$ cat config.mk
export PLATFORM = sky130hd
export DESIGN_NAME = load_align_unit_flat
export DESIGN_NICKNAME = d
export VERILOG_FILES = /design/src/rtl/load_align_unit_if.sv /design/src/rtl/load_align_unit.sv /design/src/flat_wrapper.sv
export SDC_FILE = /design/constraint.sdc
export NUM_CORES = 1
export LEC_CHECK = 0
export BUFFER_PORTS_ARGS = -buffer_cell sky130_fd_sc_hd__buf_4
export CAP_MARGIN = 5
export CORE_ASPECT_RATIO = 0.5
export CORE_MARGIN = 8
export CORE_UTILIZATION = 48
export CTS_CLUSTER_DIAMETER = 30
export DETAILED_ROUTE_END_ITERATION = 6
export PLACE_DENSITY = 0.81
export SKIP_CTS_REPAIR_TIMING = 1
export SYNTH_ARGS = -nofsm -noshare
export SYNTH_HDL_FRONTEND = slang
export SYNTH_SLANG_ARGS = --single-unit
$ cat constraint.sdc
create_clock -name clk -period 4.6 [get_ports clk]
set_clock_uncertainty 0.1 [all_clocks]
set_input_delay 0.23 -clock clk [delete_from_list [all_inputs] [get_ports clk]]
set_output_delay 0.23 -clock clk [all_outputs]
set_load 0.02 [all_outputs]
$ cat src/rtl/load_align_unit_if.sv
// Bus bundle for load_align_unit: request handshake, memory read port and
// response handshake. The unit connects through the slave modport; the
// requester/memory side uses the master modport.
interface load_align_unit_if #(
  parameter int DWIDTH = 32,
  parameter int AWIDTH = 32
);
  logic              req_valid;
  logic              req_ready;
  logic [AWIDTH-1:0] req_addr;
  logic [2:0]        req_funct3;
  logic              mem_re;
  logic [AWIDTH-1:0] mem_addr;
  logic [DWIDTH-1:0] mem_rdata;
  logic              resp_valid;
  logic              resp_ready;
  logic [DWIDTH-1:0] resp_data;
  logic              resp_fault;

  modport slave (
    input  req_valid, req_addr, req_funct3, mem_rdata, resp_ready,
    output req_ready, mem_re, mem_addr, resp_valid, resp_data, resp_fault
  );

  modport master (
    output req_valid, req_addr, req_funct3, mem_rdata, resp_ready,
    input  req_ready, mem_re, mem_addr, resp_valid, resp_data, resp_fault
  );
endinterface

$ cat src/rtl/load_align_unit.sv
// load_align_unit: RISC-V load extraction/extension unit with a one-cycle
// read-latency memory port. Loads are fetched as whole aligned words; the
// addressed bytes are shifted down and sign/zero extended.
// Optional feature macro: MISALIGNED_LOAD_EN. When defined, loads that span
// two words are served with a second read (RD1). When undefined, such loads
// return a fault and RD1 is never entered.
module load_align_unit #(
  parameter int DWIDTH = 32,
  parameter int AWIDTH = 32
) (
  input logic             clk,
  input logic             rst,
  load_align_unit_if.slave bus
);

  localparam int NB = DWIDTH / 8;
  localparam int OW = $clog2(NB);

  typedef enum logic [1:0] {IDLE, RD0, RD1, RESP} state_t;

  state_t            state;
  logic [AWIDTH-1:0] addr_q;
  logic [2:0]        f3_q;
  logic [DWIDTH-1:0] resp_data_q;
  logic              resp_fault_q;
`ifdef MISALIGNED_LOAD_EN
  logic [DWIDTH-1:0] beat0;
`endif

  logic [OW-1:0]     off_q;
  logic              mem_re_c;
  logic [AWIDTH-1:0] mem_addr_c;

  assign off_q = addr_q[OW-1:0];

  // LD and LWU exist only on a 64-bit datapath; funct3=111 is never a load.
  function automatic logic legal_f3(input logic [2:0] f3);
    case (f3)
      3'b000, 3'b001, 3'b010, 3'b100, 3'b101: return 1'b1;
      3'b011, 3'b110:                         return (DWIDTH == 64);
      default:                                return 1'b0;
    endcase
  endfunction

  // True when the access runs past the end of the word it starts in.
  function automatic logic crossing(input logic [OW-1:0] off, input logic [2:0] f3);
    int bytes;
    bytes = 1 << f3[1:0];
    return (int'(off) + bytes) > NB;
  endfunction

  function automatic logic [AWIDTH-1:0] align(input logic [AWIDTH-1:0] a);
    return a & ~AWIDTH'(NB - 1);
  endfunction

  // Shift the two-word window down to the addressed byte, keep the access
  // size and fill the upper bits with the sign bit (signed loads) or zero.
  // The sign bit is picked as the top set bit of the size mask so no
  // variable bit index is needed.
  function automatic logic [DWIDTH-1:0] extract(input logic [2*DWIDTH-1:0] win,
                                                input logic [OW-1:0]       off,
                                                input logic [2:0]          f3);
    logic [DWIDTH-1:0] low;
    logic [DWIDTH-1:0] mask;
    logic              sign;
    int                bits;
    low  = DWIDTH'(win >> {off, 3'b000});
    bits = 8 << f3[1:0];
    if (bits >= DWIDTH) mask = '1;
    else                mask = (DWIDTH'(1) << bits) - DWIDTH'(1);
    sign = ~f3[2] & (|(low & (mask ^ (mask >> 1))));
    return (low & mask) | ({DWIDTH{sign}} & ~mask);
  endfunction

  // Read strobe and address: first beat in the accept cycle, second beat
  // (if any) while in RD0 so its data lands in RD1.
  always_comb begin
    mem_re_c   = 1'b0;
    mem_addr_c = align(addr_q);
    case (state)
      IDLE: begin
        mem_re_c   = bus.req_valid & ~rst;
        mem_addr_c = align(bus.req_addr);
      end
`ifdef MISALIGNED_LOAD_EN
      RD0: begin
        if (legal_f3(f3_q) && crossing(off_q, f3_q)) begin
          mem_re_c   = ~rst;
          mem_addr_c = align(addr_q) + AWIDTH'(NB);
        end
      end
`endif
      default: begin
        mem_re_c   = 1'b0;
        mem_addr_c = align(addr_q);
      end
    endcase
  end

  assign bus.req_ready  = (state == IDLE) & ~rst;
  assign bus.mem_re     = mem_re_c;
  assign bus.mem_addr   = mem_addr_c;
  assign bus.resp_valid = (state == RESP) & ~rst;
  assign bus.resp_data  = resp_data_q;
  assign bus.resp_fault = resp_fault_q;

  // Control FSM with registered response; reset aborts any load in flight.
  always_ff @(posedge clk) begin
    if (rst) begin
      state        <= IDLE;
      resp_data_q  <= '0;
      resp_fault_q <= 1'b0;
`ifdef MISALIGNED_LOAD_EN
      beat0        <= '0;
`endif
    end else begin
      case (state)
        IDLE: begin
          if (bus.req_valid) begin
            addr_q <= bus.req_addr;
            f3_q   <= bus.req_funct3;
            state  <= RD0;
          end
        end
        RD0: begin
          if (!legal_f3(f3_q)) begin
            resp_data_q  <= '0;
            resp_fault_q <= 1'b1;
            state        <= RESP;
          end else if (crossing(off_q, f3_q)) begin
`ifdef MISALIGNED_LOAD_EN
            beat0 <= bus.mem_rdata;
            state <= RD1;
`else
            resp_data_q  <= '0;
            resp_fault_q <= 1'b1;
            state        <= RESP;
`endif
          end else begin
            resp_data_q  <= extract({{DWIDTH{1'b0}}, bus.mem_rdata}, off_q, f3_q);
            resp_fault_q <= 1'b0;
            state        <= RESP;
          end
        end
        RD1: begin
`ifdef MISALIGNED_LOAD_EN
          resp_data_q  <= extract({bus.mem_rdata, beat0}, off_q, f3_q);
          resp_fault_q <= 1'b0;
          state        <= RESP;
`else
          state <= IDLE;
`endif
        end
        RESP: begin
          if (bus.resp_ready) state <= IDLE;
        end
        default: state <= IDLE;
      endcase
    end
  end

endmodule

$ cat src/flat_wrapper.sv
// flat-port wrapper written by rule: the top's interface ports become plain ports
module load_align_unit_flat 
#(
  parameter int DWIDTH = 32,
  parameter int AWIDTH = 32
)
  (clk, rst, bus_req_valid, bus_req_addr, bus_req_funct3, bus_mem_rdata, bus_resp_ready, bus_req_ready, bus_mem_re, bus_mem_addr, bus_resp_valid, bus_resp_data, bus_resp_fault);
  load_align_unit_if #(.DWIDTH(DWIDTH), .AWIDTH(AWIDTH)) bus_i ();
  input logic clk;
  input logic rst;
  input wire logic [$bits(bus_i.req_valid)-1:0] bus_req_valid;
  input wire logic [$bits(bus_i.req_addr)-1:0] bus_req_addr;
  input wire logic [$bits(bus_i.req_funct3)-1:0] bus_req_funct3;
  input wire logic [$bits(bus_i.mem_rdata)-1:0] bus_mem_rdata;
  input wire logic [$bits(bus_i.resp_ready)-1:0] bus_resp_ready;
  output wire logic [$bits(bus_i.req_ready)-1:0] bus_req_ready;
  output wire logic [$bits(bus_i.mem_re)-1:0] bus_mem_re;
  output wire logic [$bits(bus_i.mem_addr)-1:0] bus_mem_addr;
  output wire logic [$bits(bus_i.resp_valid)-1:0] bus_resp_valid;
  output wire logic [$bits(bus_i.resp_data)-1:0] bus_resp_data;
  output wire logic [$bits(bus_i.resp_fault)-1:0] bus_resp_fault;
  assign bus_i.req_valid = bus_req_valid;
  assign bus_i.req_addr = bus_req_addr;
  assign bus_i.req_funct3 = bus_req_funct3;
  assign bus_i.mem_rdata = bus_mem_rdata;
  assign bus_i.resp_ready = bus_resp_ready;
  assign bus_req_ready = bus_i.req_ready;
  assign bus_mem_re = bus_i.mem_re;
  assign bus_mem_addr = bus_i.mem_addr;
  assign bus_resp_valid = bus_i.resp_valid;
  assign bus_resp_data = bus_i.resp_data;
  assign bus_resp_fault = bus_i.resp_fault;
  load_align_unit #(.DWIDTH(DWIDTH), .AWIDTH(AWIDTH)) u_core (.clk(clk), .rst(rst), .bus(bus_i));
endmodule
After elaboration in Yosys (flattened, before gate mapping)
Index checks and enable logic that the tools add are counted.
{"block": "word_totals", "output_inout_bits": 68, "in_bits": 71, "reg_bits": 70}
{"block": "classes", "n_lt_le_gt_ge": 2, "reduce_logical": 6, "eq_ne": 9, "muxes": 17, "addsub": 2, "bitwise_logic": 12, "shift": 4}
{"operator": "32-bit two-way mux", "n": 8}
{"operator": "32-bit AND", "n": 3}
{"operator": "3-bit by 32-bit adder with 32-bit output", "n": 1}
{"operator": "32-bit by 7-bit greater-or-equal comparator with 1-bit output, second input constant", "n": 1}
{"operator": "32-bit by 4-bit > comparator with 1-bit output, second input constant", "n": 1}
{"operator": "32-bit inverter", "n": 1}
{"operator": "32-bit bitwise OR", "n": 1}
{"operator": "32-bit OR reduction", "n": 1}
{"operator": "1-bit by 2-bit << shifter with 32-bit output, first input constant", "n": 1}
{"operator": "1-bit by 32-bit << shifter with 32-bit output, first input constant", "n": 1}
{"operator": "4-bit by 2-bit << shifter with 32-bit output, first input constant", "n": 1}
{"operator": "32-bit by 5-bit >> shifter with 32-bit output", "n": 1}
{"operator": "32-bit by 2-bit subtractor with 32-bit output, second input constant", "n": 1}
{"operator": "32-bit by 31-bit bitwise XOR with 32-bit output", "n": 1}
{"operator": "2-bit case mux with 4 select lines", "n": 1}
{"operator": "3-bit equality test, second input constant", "n": 2}
{"operator": "1-bit two-way mux", "n": 6}
{"operator": "5-bit OR reduction", "n": 1}
{"operator": "1-bit AND", "n": 4}
{"operator": "2-bit equality test, second input constant", "n": 2}
{"operator": "2-bit two-way mux", "n": 2}
{"operator": "2-bit != test, second input constant", "n": 2}
{"operator": "3-bit by 1-bit equality test with 1-bit output, second input constant", "n": 1}
{"operator": "3-bit by 2-bit equality test with 1-bit output, second input constant", "n": 1}
{"operator": "other kinds (6)", "n": 7}

Depth between registers and ports, before layout
Gate-level depths: netlist (run 1).
{"block": "depth", "depth_word": 16, "mapped_depth": 8}

Worst setup path after synthesis (run 1)
Ideal clock, no wire load.
{"block": "synth_path", "path_type": "reg-to-reg", "start": "register u_core.state[1]", "end": "register u_core.addr_q[0] (enable)", "arrival_ps": 3197, "path_slack_ps": 813, "synth_period_minus_slack_ps": 3787, "required_time_ps": 4010, "path_stages_with_launch": 2, "cell_sequence": "dfxtp_1 -> nor3_1"}
{"block": "synth_via", "elab_chain_len": 2}
{"item": "start, declared", "line": "load_align_unit.sv:21", "text": "state_t state;"}
{"item": "start signal, assigned", "line": "load_align_unit.sv:110", "text": "state <= IDLE;"}
{"item": "start signal, assigned", "line": "load_align_unit.sv:122", "text": "state <= RD0;"}
{"item": "start signal, assigned", "line": "load_align_unit.sv:129", "text": "state <= RESP;"}
{"item": "2-bit zero test", "line": "load_align_unit.sv:117", "text": "case (state)"}
{"item": "3-bit AND reduction (no source line)"}
{"item": "end signal, assigned", "line": "load_align_unit.sv:120", "text": "addr_q <= bus.req_addr;"}
{"item": "end, declared", "line": "load_align_unit.sv:22", "text": "logic [AWIDTH-1:0] addr_q;"}
Every way passes these cells.
A chain may end at the register's enable or synchronous reset.

Final worst setup path (run 1)
{"block": "layout_path", "start": "register u_core.f3_q[1]", "end": "register u_core.resp_data_q[26] (netlist: u_core.bus.resp_data[26])"}
{"block": "layout_via", "elab_chain_len": 16, "word_cells_on_any_way": 31, "classes_between": "add/sub: 2; order compare: 2; eq/ne: 4; shift: 3; mux: 10; bitwise: 7; reduce/logical: 3"}
{"item": "start, declared", "line": "load_align_unit.sv:23", "text": "logic [2:0] f3_q;"}
{"item": "start signal, assigned", "line": "load_align_unit.sv:121", "text": "f3_q <= bus.req_funct3;"}
{"item": "4-bit by 2-bit << shifter with 32-bit output", "line": "load_align_unit.sv:68", "text": "bits = 8 << f3[1:0];"}
{"item": "1-bit by 32-bit << shifter with 32-bit output", "line": "load_align_unit.sv:70", "text": "else mask = (DWIDTH'(1) << bits) - DWIDTH'(1);"}
{"item": "32-bit by 2-bit subtractor with 32-bit output", "line": "load_align_unit.sv:70"}
{"item": "32-bit two-way mux", "line": "load_align_unit.sv:69", "text": "if (bits >= DWIDTH) mask = '1;"}
{"item": "32-bit two-way mux", "line": "load_align_unit.sv:130", "text": "end else if (crossing(off_q, f3_q)) begin"}
{"item": "32-bit two-way mux", "line": "load_align_unit.sv:126", "text": "if (!legal_f3(f3_q)) begin"}
{"item": "32-bit two-way mux", "line": "load_align_unit.sv:117"}
{"item": "32-bit two-way mux", "line": "load_align_unit.sv:109", "text": "if (rst) begin"}
{"item": "32-bit by 31-bit bitwise XOR with 32-bit output", "line": "load_align_unit.sv:71", "text": "sign = ~f3[2] & (|(low & (mask ^ (mask >> 1))));"}
{"item": "32-bit AND", "line": "load_align_unit.sv:71"}
{"item": "32-bit OR reduction", "line": "load_align_unit.sv:71"}
{"item": "1-bit AND", "line": "load_align_unit.sv:71"}
{"item": "32-bit AND", "line": "load_align_unit.sv:72", "text": "return (low & mask) | ({DWIDTH{sign}} & ~mask);"}
{"item": "32-bit bitwise OR", "line": "load_align_unit.sv:72"}
{"item": "32-bit two-way mux", "line": "load_align_unit.sv:130"}
{"item": "32-bit two-way mux (*)", "line": "load_align_unit.sv:126"}
{"item": "end signal, assigned", "line": "load_align_unit.sv:140", "text": "resp_data_q <= extract({{DWIDTH{1'b0}}, bus.mem_rdata}, off_q, f3_q);"}
{"item": "end, declared", "line": "load_align_unit.sv:24", "text": "logic [DWIDTH-1:0] resp_data_q;"}
Every way passes the cells marked *; elsewhere a longest branch is shown, timed or not. The select of a mux whose other input is x is not followed.

==> impl.org, run 1 <==
** Outcome
- Result of the run :: completed

** Finish
- Fill cells in the final layout number 440.
- Layout cell share with drive strength beyond 1 :: 0.440
- Multi-input combinational cell area :: 1500 sq um
- The final layout contains 528 nets.
- Antenna fix cells :: 0
- Sequential cell area :: 1750 sq um
- From synthesis to final layout, the design area changed by 51.5%.
- Post-route standard cell area excluding fillers :: 5090 sq um

** Synth
- Most common flop cell mapped by yosys :: sky130_fd_sc_hd__edfxtp_1
- Counting flops and latches in the post-synthesis netlist gives 70.
- After synthesis the cells add up to 3360 sq um.
- Post-synth EDFFs :: 35
- Share of flip-flops with an asynchronous set or reset :: 0
- Share of the synthesized area in the top cell type :: 0.313
- Post-synthesis area per instance :: 11.7 sq um
- Number of warnings issued by yosys :: 0
- After technology mapping, the gate count stands at 286.
- Sorting the synthesized cells by area gives the leading types as sky130_fd_sc_hd__edfxtp_1, sky130_fd_sc_hd__dfxtp_1, sky130_fd_sc_hd__mux2_2, sky130_fd_sc_hd__mux2i_1, sky130_fd_sc_hd__nand2_1.
- For this run, the register share of the synthesized area comes to 0.521.
- Dominant cell type by area after synthesis :: sky130_fd_sc_hd__edfxtp_1
- Counting distinct cell types in the post-synthesis netlist gives 39.

** Timing
- Max Freq :: 305 MHz
- Worst hold slack across all endpoints :: 0.0956 ns
- Headroom to the max-slew limit came out at 0.541.
- After routing, the total negative slack on setup checks comes to 0 ns.
- Slew of the pin with the lowest slew margin :: 0.687 ns
- The number of hold violations in the final report came to 0.
- In the finished design, the share of the clock period the worst path needs comes to 0.713.
- Setup repair after global routing left no endpoint under its margin.
- Final period demand of the worst path :: 3.28 ns
- Setup violations remaining at the end of the flow were counted as 0.
- The final count of pins violating max slew is 0.

** Critical path
- Worst Setup End Kind :: register
- Endpoint required time on the critical path :: 4.74 ns
- For the worst setup path, the data arrival time is 3.42 ns.
- Crit start category :: register
- Across all register-to-register paths, the minimum setup slack is 1.32 ns.
- Category of the most critical setup path :: reg -> reg
- Worst R2R Start :: u_core.f3_q[1]$_DFFE_PP_
- The endpoint identified for the worst register-to-register timing path is u_core.bus.resp_data[26]$_SDFFE_PP0P_.
- In this run the worst path has a maximum fanout of 15.
- Cells on worst reg2reg path :: 7

** Power
- Dividing total power by cell area gives a power density of 347 nW/um^2.
- Across the VDD grid, the largest voltage drop is 0.000217 V.
- In this run the static leakage power is 2.09 nW.

** GRT
- Entering global routing, the biggest net connects 37 pins.
- Number of global-route vias before repair :: 2932
- The total overflow left after global routing is 0.
- Antenna violations before repair :: 0
- GR Layer Usage met1 :: 0.206
- For this run, the total global-route usage over all layers was measured as 0.185.
- The first global-routing pass estimated 14700 microns of wire.
- Met2 track utilization from global routing :: 0.325
- The layer flagged by global routing as most heavily used is met2.
- For this run, global-route usage on met3 was measured as 0.0659.

** CTS
- TritonCTS built the clock tree.
- CTS H-Tree Depth :: 3
- For the worst-skew pair, the clock arrives at the later sink with an insertion delay of 0.33 ns.
- Root cell of the clock tree :: sky130_fd_sc_hd__clkbuf_16
- The clock passes through at most 2 buffers.
- Number of clock buffers inserted by TritonCTS :: 9
- After clock tree synthesis, the clock-pin slew on the worst setup and hold paths is 0.05 ns.
- Total number of clock tree sinks :: 70

** Route
- For this run, design rule violations remaining after detail routing come to 0.
- Drt first pass iters :: 4
- Via count :: 2968
- Total wire length :: 10200 microns
- Number of nets still failing antenna checks after routing :: 0
- Initial detailed-routing violation count :: 342
- Using the TritonRoute via totals, the vias-per-cell ratio works out to 5.39.
- Routed wirelength normalized by instance count :: 18.4 microns

** Flow run
- Max-cap violation count :: 0

** Worst hold path
- In this run the most critical hold path is launched from rst.
- Along the worst hold path, the cell count comes to 2.
- Min-Delay Path Class :: in -> reg
- For hold timing, the worst endpoint is u_core.bus.resp_data[6]$_SDFFE_PP0P_.

** Die
- Die area :: 10100 sq um
- Number of core rows :: 21
- Pin placement for this block handled 139 I/O pins.
- Height of the chip :: 75.2 microns
- Die boundary width :: 134 microns
- The total area inside the core boundary comes to 6730 sq um.
- Initial standard-cell utilization of the core :: 0.499

** Placement
- The placed instances occupy a cell area of 4430 sq um.
- Count of input and output buffers :: 136
- Last weighted congestion value of the routability-driven placer :: 0.871
- Summed over all nets, the half-perimeter wirelength after detailed placement is 7230 microns.
cell families (layout without fill, tap and decap cells):
group | count (synthesis) | after routing | share of synthesized area
buf+inv | 23 | 195 | 0.0365
fa+ha+maj | 3 | 3 | 0.0134
simple gates | 61 | 61 | 0.0819
flops | 70 | 70 | 0.521
mux | 55 | 55 | 0.182
other cells | 1 | 2 | 0.00112
compound gates | 73 | 73 | 0.163
layer usage:
| layer | share of wire | up-vias | wire [microns] |
|---|---|---|---|
| met4 | 0.021 | 0 | 215 |
| met3 | 0.065 | 24 | 656 |
| met1 | 0.38 | 1431 | 3890 |
| met5 | 0 | - | 0 |
| met2 | 0.53 | 95 | 5410 |
| li1 | - | 1418 | - |
where the power goes:
part | leakage, nW | internal, mW | switching [mW]
Combinational | 1.34 | 0.182 | 0.191
Clock | 0.142 | 0.434 | 0.255
Sequential | 0.606 | 0.685 | 0.0177
sequential cells by signal, summed over array words and instances, names as in the netlist:
register	flops
u_core.addr_q	32
u_core.bus.resp_data	32
u_core.bus.resp_fault	1
u_core.f3_q	3
u_core.state	2
worst max path at each step:
stage	depth (start not counted)	slack [ns]	startpoint	to
after CTS	7	1.37	u_core.f3_q[1]$_DFFE_PP_	u_core.bus.resp_data[29]$_SDFFE_PP0P_
final	7	1.32	u_core.f3_q[1]$_DFFE_PP_	u_core.bus.resp_data[26]$_SDFFE_PP0P_
after global placement	7	1.56	u_core.f3_q[1]$_DFFE_PP_	u_core.bus.resp_data[28]$_SDFFE_PP0P_
after global routing	7	1.15	u_core.f3_q[1]$_DFFE_PP_	u_core.bus.resp_data[27]$_SDFFE_PP0P_
after detailed placement	7	1.41	u_core.f3_q[1]$_DFFE_PP_	u_core.bus.resp_data[29]$_SDFFE_PP0P_
after floorplan	1	0.81	u_core.state[1]$_SDFFE_PP0P_	u_core.addr_q[0]$_DFFE_PP_
metrics by stage:
step	instances	total power [mW]	util	worst slack [ns]
after CTS	515	1.75	0.703	1.37
after global placement	499	1.05	0.658	1.56
after global routing	551	1.83	0.757	1.15
final	551	1.76	0.757	1.32
after detailed placement	499	1.06	0.658	1.41
after floorplan	287	0.908	-	0.813
Yosys cell counts (2+ instances only):
library cell and number:
sky130_fd_sc_hd__mux2_2 37, sky130_fd_sc_hd__dfxtp_1 35, sky130_fd_sc_hd__edfxtp_1 35, sky130_fd_sc_hd__nand2_1 32
sky130_fd_sc_hd__a21oi_1 17, sky130_fd_sc_hd__mux2i_1 16, sky130_fd_sc_hd__o21ai_0 16, sky130_fd_sc_hd__nor2_1 14
sky130_fd_sc_hd__clkbuf_1 10, sky130_fd_sc_hd__a211oi_1 8, sky130_fd_sc_hd__a32o_1 8, sky130_fd_sc_hd__o31ai_1 8
sky130_fd_sc_hd__o2111ai_1 7, sky130_fd_sc_hd__nor2b_1 4, sky130_fd_sc_hd__buf_1 3, sky130_fd_sc_hd__buf_4 3
sky130_fd_sc_hd__buf_6 3, sky130_fd_sc_hd__nand2b_1 3, sky130_fd_sc_hd__a2111o_1 2, sky130_fd_sc_hd__a2111oi_4 2
sky130_fd_sc_hd__buf_2 2, sky130_fd_sc_hd__ha_1 2, sky130_fd_sc_hd__nor3_1 2, sky130_fd_sc_hd__o22ai_1 2
layout by cell type (no fill, tap or decap), drive strengths merged, types with 11 or more instances in the layout:
master / count
a21oi: 17
buf: 141
clkbuf: 11
dfxtp: 35
dlygate4sd3: 36
edfxtp: 35
mux2: 37
mux2i: 17
nand2: 32
nor2: 14
o21ai: 16
worst max-delay path, cell delays in order (launching register included):
cell                       delay [ns]
sky130_fd_sc_hd__edfxtp_1        0.59
sky130_fd_sc_hd__nor2_1          0.59
sky130_fd_sc_hd__ha_1            0.36
sky130_fd_sc_hd__fa_1            0.44
sky130_fd_sc_hd__o22ai_1         0.18
sky130_fd_sc_hd__o22ai_1         0.17
sky130_fd_sc_hd__or3_1           0.47
sky130_fd_sc_hd__o31ai_1         0.29
cell type report:
type,count,share of cell area
Clock buffer,11,0.0477
Multi-Input combinational cell,194,0.294
Sequential cell,70,0.344
Timing Repair Buffer,177,0.279
Tap cell,92,0.0226
Inverter,2,0.00147
Clock inverter,5,0.0116
No activity file was read; power rests on OpenSTA's default activity.
==> inputs of run 2 (changes only) <==
==> constraint.sdc (replaced) <==
create_clock -name clk -period 3.3 [get_ports clk]
set_clock_uncertainty 0.1 [all_clocks]
set_input_delay 0.165 -clock clk [delete_from_list [all_inputs] [get_ports clk]]
set_output_delay 0.165 -clock clk [all_outputs]
set_load 0.02 [all_outputs]
==> impl.org, run 2 (same netlist as run 1, synthesis figures left out) <==
** Critical path
- Worst R2R Start :: u_core.f3_q[1]$_DFFE_PP_
- The worst register-to-register path has a depth of 7.
- Number of buffer and inverter stages on the critical path :: 0
- The largest individual stage delay along the critical path comes from the cell sky130_fd_sc_hd__edfxtp_1.
- Reg-to-reg endpoint :: u_core.bus.resp_data[27]$_SDFFE_PP0P_
- Of all nets on the critical path, the largest fanout is 15.
- Most frequent cell on the critical path :: sky130_fd_sc_hd__o22ai_1
- Traced cell by cell, the critical path runs through nor2_1 -> ha_1 -> fa_1 -> o22ai_1 -> o22ai_1 -> or3_1 -> o31ai_1.
- By startpoint and endpoint, the worst setup path is classified as reg -> reg.
- At the worst endpoint, the required time is 3.44 ns.
- Top delay family on crit path :: simple AND/OR/NAND/NOR gates
- Slowest Stage Delay on Critical Path :: 0.59 ns
- The worst setup path is launched from a register.
- Setup slack on the worst reg-to-reg path comes out at 0.49 ns.
- Worst Setup End Kind :: register
- Critical Path AT :: 2.96 ns
- Stages on worst setup path :: 7

** Power
- Maximum VDD drop :: 0.000318 V
- Static power due to leakage :: 2.11 nW
- Power per standard cell area :: 494 nW/um^2

** Placement
- Half-perimeter wire length after detailed placement :: 7210 microns
- In this run the tool buffered the top-level ports with 136 buffer cells.
- Cell count after placement :: 501
- Once placement finished, the instance area stood at 4450 sq um.
- At the placement stage, the worst setup path has a slack of 0.529 ns.
- Routability-driven placement finished with a final weighted congestion of 0.865.

** Worst hold path
- The worst hold path begins at rst.
- Hold Path Cell Cnt :: 2
- In this run the worst hold path is classified as in -> reg.
- Endpoint, Worst Hold :: u_core.bus.resp_data[2]$_SDFFE_PP0P_

** Route
- Via count :: 2987
- Summed over all layers, the routed wires come to 10200 microns.
- Dividing the detail-routed via count by the number of cells gives 5.40.
- In the routed design, unresolved DRC markers number 0.
- Initial detailed-routing violation count :: 279
- Routed wirelength normalized by instance count :: 18.4 microns
- The detail route stage leaves a number of antenna-violating nets equal to 0.
- Drt first pass iters :: 4

** Die
- Die boundary width :: 134 microns
- Pin placement for this block handled 139 I/O pins.
- Initial standard-cell utilization of the core :: 0.499
- The die is 75.2 microns tall.
- Placeable core region :: 6730 sq um
- Number of core rows :: 21
- The floorplan step defined a die boundary enclosing 10100 sq um.

** Timing
- The final count of pins violating max slew is 0.
- Setup violations remaining at the end of the flow were counted as 0.
- After layout, the worst setup slack is 0.487 ns.
- Final Hold Fails :: 0
- Timing would allow up to 355 MHz.
- Final worst-path cycle share :: 0.853
- At the pin with the least slew margin, the transition time is 0.673 ns.
- Counting I/O delays and the setup requirement, the final critical path takes 2.81 ns.
- The worst pin sits at a relative slew slack of 0.547.
- Summed over all failing endpoints, the final setup total negative slack is 0 ns.
- Setup repair after global routing missed its margin :: no

** CTS
- Total number of clock tree sinks :: 70
- After clock tree synthesis, the clock-pin slew on the worst setup and hold paths is 0.06 ns.
- The clock reaches the later pin of the worst-skew pair after 0.33 ns.
- TritonCTS built the clock tree.
- In this run the number of H-tree levels came out at 3.
- Root cell of the clock tree :: sky130_fd_sc_hd__clkbuf_16
- Number of clock buffers inserted by TritonCTS :: 9
- Bufs on Longest Clock Path :: 2

** Finish
- The finished cells cover 5130 sq um.
- Commonest non-fill, non-tap cell in the layout :: sky130_fd_sc_hd__buf_4
- Once layout is complete, the cells apart from fillers number 553.
- Antenna fix cells :: 0
- At the end of the flow, the number of nets in the layout was 530.
- In the layout the commonest cells are sky130_fd_sc_hd__buf_4, sky130_fd_sc_hd__mux2_2, sky130_fd_sc_hd__dlygate4sd3_1.
- Relative to the synthesized area, the layout overhead comes to 52.6%.
- Layout cell share with drive strength beyond 1 :: 0.440

** Outcome
- Result of the run :: completed

** GRT
- For this run, the total global-route usage over all layers was measured as 0.188.
- Wire length of the first global-routing pass :: 14800 microns
- Antenna violations before repair :: 0
- The via count of the first global-routing pass is 2966.
- GRT overflow :: 0
- Largest net degree at the start of global routing :: 36

** Flow run
- Max-cap violation count :: 0
[run 2: where the power goes]
group          total (mW)  internal, mW  leakage (nW)  switching (mW)
logic               0.522         0.257          1.35           0.265
registers           0.980         0.955         0.606          0.0251
clock network        1.03         0.680         0.157           0.351
total                2.53          1.89          2.11           0.641
[run 2: layout make-up]
| class | count | area, sq um |
|---|---|---|
| clock buffer | 12 | 246 |
| clock inverter | 4 | 70.1 |
| fill | 440 | 1600 |
| inverter | 2 | 7.51 |
| multi-input combinational | 194 | 1500 |
| sequential | 70 | 1750 |
| tap | 92 | 115 |
| timing repair buffer | 179 | 1430 |
[run 2: per-stage QoR]
step	utilization	hold slack [ns]	power (mW)
2_1_floorplan	-	0.164	1.27
3_3_place_gp	0.662	0.244	1.47
3_5_place_dp	0.662	0.247	1.48
4_1_cts	0.709	-0.104	2.51
5_1_grt	0.762	0.0291	2.62
6_report	0.762	0.0341	2.53
[run 2: metal layers]
metal,share of wire,global-route usage,vias up,wire length [microns]
met5,0,0,-,0
met4,0.015,0.0764,0,151
met3,0.072,0.0679,14,732
met2,0.53,0.331,116,5360
met1,0.39,0.207,1428,3940
li1,-,-,1429,-
[run 2: worst register-to-register path: cells and delay by family, from the launching register on]
family | cells | cell delay, ns
and+or+nand+nor | 2 | 0.71
AOI/OAI and AO/OA | 3 | 0.62
DFF | 1 | 0.59
adders and majority gates | 2 | 0.71
[run 2: worst max path at each step]
| stage | from | to | slack (ns) |
|---|---|---|---|
| 3_5_place_dp | u_core.f3_q[1]$_DFFE_PP_ | u_core.bus.resp_data[30]$_SDFFE_PP0P_ | 0.53 |
| 4_1_cts | u_core.f3_q[1]$_DFFE_PP_ | u_core.bus.resp_data[27]$_SDFFE_PP0P_ | 0.52 |
| 2_1_floorplan | u_core.f3_q[1]$_DFFE_PP_ | u_core.bus.resp_data[24]$_SDFFE_PP0P_ | 0.57 |
| 5_1_grt | u_core.f3_q[1]$_DFFE_PP_ | u_core.bus.resp_data[25]$_SDFFE_PP0P_ | 0.30 |
| 6_report | u_core.f3_q[1]$_DFFE_PP_ | u_core.bus.resp_data[27]$_SDFFE_PP0P_ | 0.49 |
| 3_3_place_gp | u_core.f3_q[1]$_DFFE_PP_ | u_core.bus.resp_data[27]$_SDFFE_PP0P_ | 0.67 |
